[config.mk]
export PLATFORM = sky130hd
export DESIGN_NAME = dense_layer_seq
export DESIGN_NICKNAME = d
export VERILOG_FILES = /design/src/rtl/dense_layer_seq.sv
export SDC_FILE = /design/constraint.sdc
export NUM_CORES = 2
export LEC_CHECK = 0
export ABC_AREA = 1
export CORE_MARGIN = 1
export CORE_UTILIZATION = 56
export CTS_CLUSTER_SIZE = 12
export DETAILED_ROUTE_END_ITERATION = 7
export GPL_TIMING_DRIVEN = 0
export PLACE_DENSITY = 0.89
export SLEW_MARGIN = 30
export SYNTH_ARGS = -nofsm -noshare
export SYNTH_HDL_FRONTEND = slang
export SYNTH_SLANG_ARGS = --single-unit
[constraint.sdc]
create_clock -name clk -period 11.35 [get_ports clk]
set_input_delay 2.27 -clock clk [delete_from_list [all_inputs] [get_ports clk]]
set_output_delay 2.27 -clock clk [all_outputs]
set_load 0.02 [all_outputs]
[src/rtl/dense_layer_seq.sv]
// Sequential fixed-point dense layer: one shared MAC walks every neuron's dot
// product, then shifts, saturates and optionally ReLU-clamps into y_out.
module dense_layer_seq #(
  parameter int WIDTH = 32,
  parameter int FRAC  = 24,
  parameter int N_IN  = 2,
  parameter int N_OUT = 3
) (
  input  logic                         clk,
  input  logic                         rst,
  input  logic                         start,
  input  logic                         relu_en,
  input  logic [N_IN*WIDTH-1:0]        x_in,
  input  logic [N_IN*N_OUT*WIDTH-1:0]  w_in,
  output logic                         busy,
  output logic                         done,
  output logic [N_OUT*WIDTH-1:0]       y_out
);

  localparam int ACC_W = 2*WIDTH + $clog2(N_IN) + 1;
  localparam int IW    = (N_IN  > 1) ? $clog2(N_IN)  : 1;
  localparam int OW    = (N_OUT > 1) ? $clog2(N_OUT) : 1;
  localparam int NW    = N_IN * N_OUT;
  localparam int WW    = (NW > 1) ? $clog2(NW) : 1;

  localparam logic signed [ACC_W-1:0] SAT_MAX = {{(ACC_W-WIDTH+1){1'b0}}, {(WIDTH-1){1'b1}}};
  localparam logic signed [ACC_W-1:0] SAT_MIN = {{(ACC_W-WIDTH+1){1'b1}}, {(WIDTH-1){1'b0}}};

  typedef enum logic [1:0] {IDLE, MAC, STORE, DONE} state_t;

  state_t                    state_reg, state_next;
  logic [N_IN*WIDTH-1:0]     x_reg;
  logic                      relu_reg;
  logic [IW-1:0]             i_reg;
  logic [OW-1:0]             o_reg;
  logic signed [ACC_W-1:0]   acc_reg;
  logic [WIDTH-1:0]          y_reg [N_OUT];

  logic signed [WIDTH-1:0]   x_arr [N_IN];
  logic signed [WIDTH-1:0]   w_arr [NW];
  logic [WW-1:0]             widx;
  logic signed [WIDTH-1:0]   x_sel, w_sel;
  logic signed [2*WIDTH-1:0] prod;
  logic signed [ACC_W-1:0]   acc_sum, shifted;
  logic [WIDTH-1:0]          sat_val, post_val;
  logic                      last_i, last_o;

  generate
    for (genvar gi = 0; gi < N_IN; gi++) begin : g_x
      assign x_arr[gi] = x_reg[gi*WIDTH +: WIDTH];
    end
    for (genvar gi = 0; gi < NW; gi++) begin : g_w
      assign w_arr[gi] = w_in[gi*WIDTH +: WIDTH];
    end
    for (genvar gi = 0; gi < N_OUT; gi++) begin : g_y
      assign y_out[gi*WIDTH +: WIDTH] = y_reg[gi];
    end
  endgenerate

  assign widx    = WW'(o_reg) * WW'(N_IN) + WW'(i_reg);
  assign x_sel   = x_arr[i_reg];
  assign w_sel   = w_arr[widx];
  assign prod    = (2*WIDTH)'(x_sel) * (2*WIDTH)'(w_sel);
  assign acc_sum = acc_reg + {{(ACC_W-2*WIDTH){prod[2*WIDTH-1]}}, prod};
  assign last_i  = (i_reg == IW'(N_IN-1));
  assign last_o  = (o_reg == OW'(N_OUT-1));

  // Arithmetic shift floors toward -inf; then clamp to the WIDTH range.
  always_comb begin
    shifted = acc_reg >>> FRAC;
    if (shifted > SAT_MAX)
      sat_val = SAT_MAX[WIDTH-1:0];
    else if (shifted < SAT_MIN)
      sat_val = SAT_MIN[WIDTH-1:0];
    else
      sat_val = shifted[WIDTH-1:0];
    post_val = (relu_reg && sat_val[WIDTH-1]) ? '0 : sat_val;
  end

  always_ff @(posedge clk) begin
    if (rst)
      state_reg <= IDLE;
    else
      state_reg <= state_next;
  end

  always_comb begin
    state_next = state_reg;
    case (state_reg)
      IDLE:    if (start) state_next = MAC;
      MAC:     if (last_i) state_next = STORE;
      STORE:   state_next = last_o ? DONE : MAC;
      DONE:    state_next = IDLE;
      default: state_next = IDLE;
    endcase
  end

  always_comb begin
    busy = (state_reg != IDLE);
    done = (state_reg == DONE);
  end

  always_ff @(posedge clk) begin
    if (rst) begin
      x_reg    <= '0;
      relu_reg <= 1'b0;
      i_reg    <= '0;
      o_reg    <= '0;
      acc_reg  <= '0;
      for (int k = 0; k < N_OUT; k++) y_reg[k] <= '0;
    end else begin
      case (state_reg)
        IDLE: if (start) begin
          x_reg    <= x_in;
          relu_reg <= relu_en;
          i_reg    <= '0;
          o_reg    <= '0;
          acc_reg  <= '0;
        end
        MAC: begin
          acc_reg <= acc_sum;
          if (!last_i) i_reg <= i_reg + 1'b1;
        end
        STORE: begin
          y_reg[o_reg] <= post_val;
          acc_reg      <= '0;
          i_reg        <= '0;
          if (!last_o) o_reg <= o_reg + 1'b1;
        end
        default: ;
      endcase
    end
  end

endmodule
==> metrics.cfg <==
[setup_path]
max_stage_delay_ns=0.90
worstPathRequired_ns=11.85
endpoint_kind=register
reg2reg_to=acc_reg[65]
path_buf_inv=11
crit_family=adder cells
criticalPathCategory=register to register
path_max_fanout=10
cp-startpoint=i_reg
cp-start-kind=register
reg2reg_slack_ns=-0.21
cp_common_cell=fa_1
critical_path_arrival_ns=12.06
r2r_start=i_reg
rr_worst_depth=45
worst_path_max_delay_cell=o21ai_0

[timing]
worstMarginPinSlew_ns=1.15
period_share_pct=102
setup_viol=4
fin_tns_setup_ns=-0.365
finClkSkew_ns=0.0245
slew_headroom_pct=22.8
fin_worst_hold_slack_ns=0.458
period_minus_slack_ns=11.56
rsz0062_at_grt=true
hold_viol_final=0
fin_ws_ns=-0.209
clock.fmax_mhz=86.5
final_max_slew_viol_count=0

[yosys]
synth_ff_type=dfxtp_1
synthArstFlopShare_pct=0
syn-num-nets=7899
synth.distinct_cells=58
synth_edf_count=96
synthTopCellsByArea=fa_1 43%, inv_1 9.0%, nand2_1 7.9%
synth_top_area_share_pct=42.7
seq_area_frac_synth_pct=11.0
synthCells=6304
yosys.area.top_type=fa_1
netlist_area_mm2=0.0508
synth_seq_cells=232
ys_warn_count=0
ys_top_cells_by_count=1219 x inv_1, 1083 x fa_1, 1073 x nand2_1, 1059 x nor2_1, 304 x o21ai_0
avgSynthCellArea_um2=8.06
synth.most_common_cell=inv_1

[detailed_routing]
ant_nets=0
drt_iter0_drc=5973
drc=0
wl_mm=211
wl_per_cell_um=26.3
avgViaCountPerCell=6.01
vias=48182
drtPass1Iterations=7

[clock_network]
clock_sinks=232
clk_latency_ns=0.59
cts_made_buffers=25
cts_tree=yes
clk_pin_slew_worst_paths_ns=0.08
clockBufferDepth=3
cts-root-buf=clkbuf_16
htree_levels=1

[die]
fp.dieW_um=303
initial_core_util_pct=56.5
num_io_pins=358
coreArea_mm2=0.0899
rows=110
dieHeight_um=303
dieArea_mm2=0.0919

[global_routing]
grt_max_degree=33
grt_pass1_vias=48085
track_usage_pct=45.4
grt_pass1_wl_mm=300
antenna_found_initial=8
overflow=0

[cells_and_area]
area_growth_pct=20.2
largest_reg_flops=96
multiInputGateArea_mm2=0.0424
nNetsFinal=8404
drive_gt1_share_pct=14.6
nFillCells=7219
seqCellArea_mm2=0.00561

[hold_path]
min_to=x_reg[2]
hold_depth=2
worstHoldStart=x_reg[2]
hold_class=register to register

[job]
cap_violations=0

[place]
preCtsSetupSlack_ns=-2.75
dpl.hpwl_mm=174
port_buffers=356
place_congestion=1.10

[run_status]
violations=negative setup slack
outcome=finished, violations left

[routing by layer]
metal | track usage (%) | routed length [um] | share of wire [%] | up-vias
met5 | 0.725 | 383 | 0.18 | -
met4 | 30.9 | 18800 | 8.9 | 10
met3 | 19.6 | 33000 | 16 | 1066
met2 | 65.1 | 87000 | 41 | 3772
met1 | 55.5 | 71700 | 34 | 23378
li1 | - | - | - | 19956
[worst max path at each step]
stage          depth (start not counted)  slack, ns           to
2_1_floorplan                         46       0.53  acc_reg[65]
3_3_place_gp                          35      -3.74  acc_reg[58]
3_5_place_dp                          35      -2.75  acc_reg[58]
4_1_cts                               38      -0.03  acc_reg[58]
5_1_grt                               47      -0.34  acc_reg[58]
6_report                              45      -0.21  acc_reg[65]
[area by class of cell]
type,count,share of cell area [%]
multi-input cells,4569,69.4
flip-flops and latches,232,9.18
inverters,1250,7.90
repair buffers,484,7.61
well taps,1176,2.41
plain buffers,247,2.21
clock buffers,39,1.16
clock inverters,5,0.0820
diodes,13,0.0533
[layout by cell type (no fill, tap or decap), drive strengths merged, types with 28 or more instances in the layout]
| cell | count |
|---|---|
| inv | 1238 |
| nand2 | 1107 |
| fa | 1083 |
| nor2 | 1076 |
| clkdlybuf4s50 | 351 |
| o21ai | 347 |
| a21oi | 275 |
| buf | 270 |
| ha | 252 |
| clkbuf | 144 |
| dfxtp | 136 |
| nand3 | 104 |
| edfxtp | 96 |
| or2 | 41 |
| o21a | 38 |
| xor2 | 38 |
| o22ai | 32 |
| xnor2 | 28 |
[per-stage QoR]
step / util, % / area, um^2 / std cells
final: 67.9 / 61000 / 8015
after global routing: 67.9 / 61000 / 8007
after CTS: 64.8 / 58300 / 7929
after detailed placement: 62.2 / 55900 / 7836
after global placement: 62.1 / 55800 / 7836
after floorplan: - / 50800 / 6304
[worst min-delay path: stages, from the launching register on]
cell	delay (ns)
dfxtp_1	0.30
inv_1	0.06
a21oi_1	0.06
[cells by family after synthesis]
kind of cell / count (synthesis) / synth area share, %
simple gates: 2396 / 18.9
buf+inv: 1503 / 11.5
fa+ha+maj: 1335 / 48.9
compound gates: 772 / 8.56
flops: 232 / 11.0
xor+xnor: 66 / 1.14
[what timing repair did]
action | 4_1_cts | 5_1_grt
buffers inserted | 54 | 74
pin swaps | 62 | 167
hold buffers | 0 | 0
resized for setup | 298 | 557
endpoints found under the setup margin | 44 | 39
Power is not shown: default switching activity piles up to over one toggle a cycle in this logic, so the estimate is an artifact.
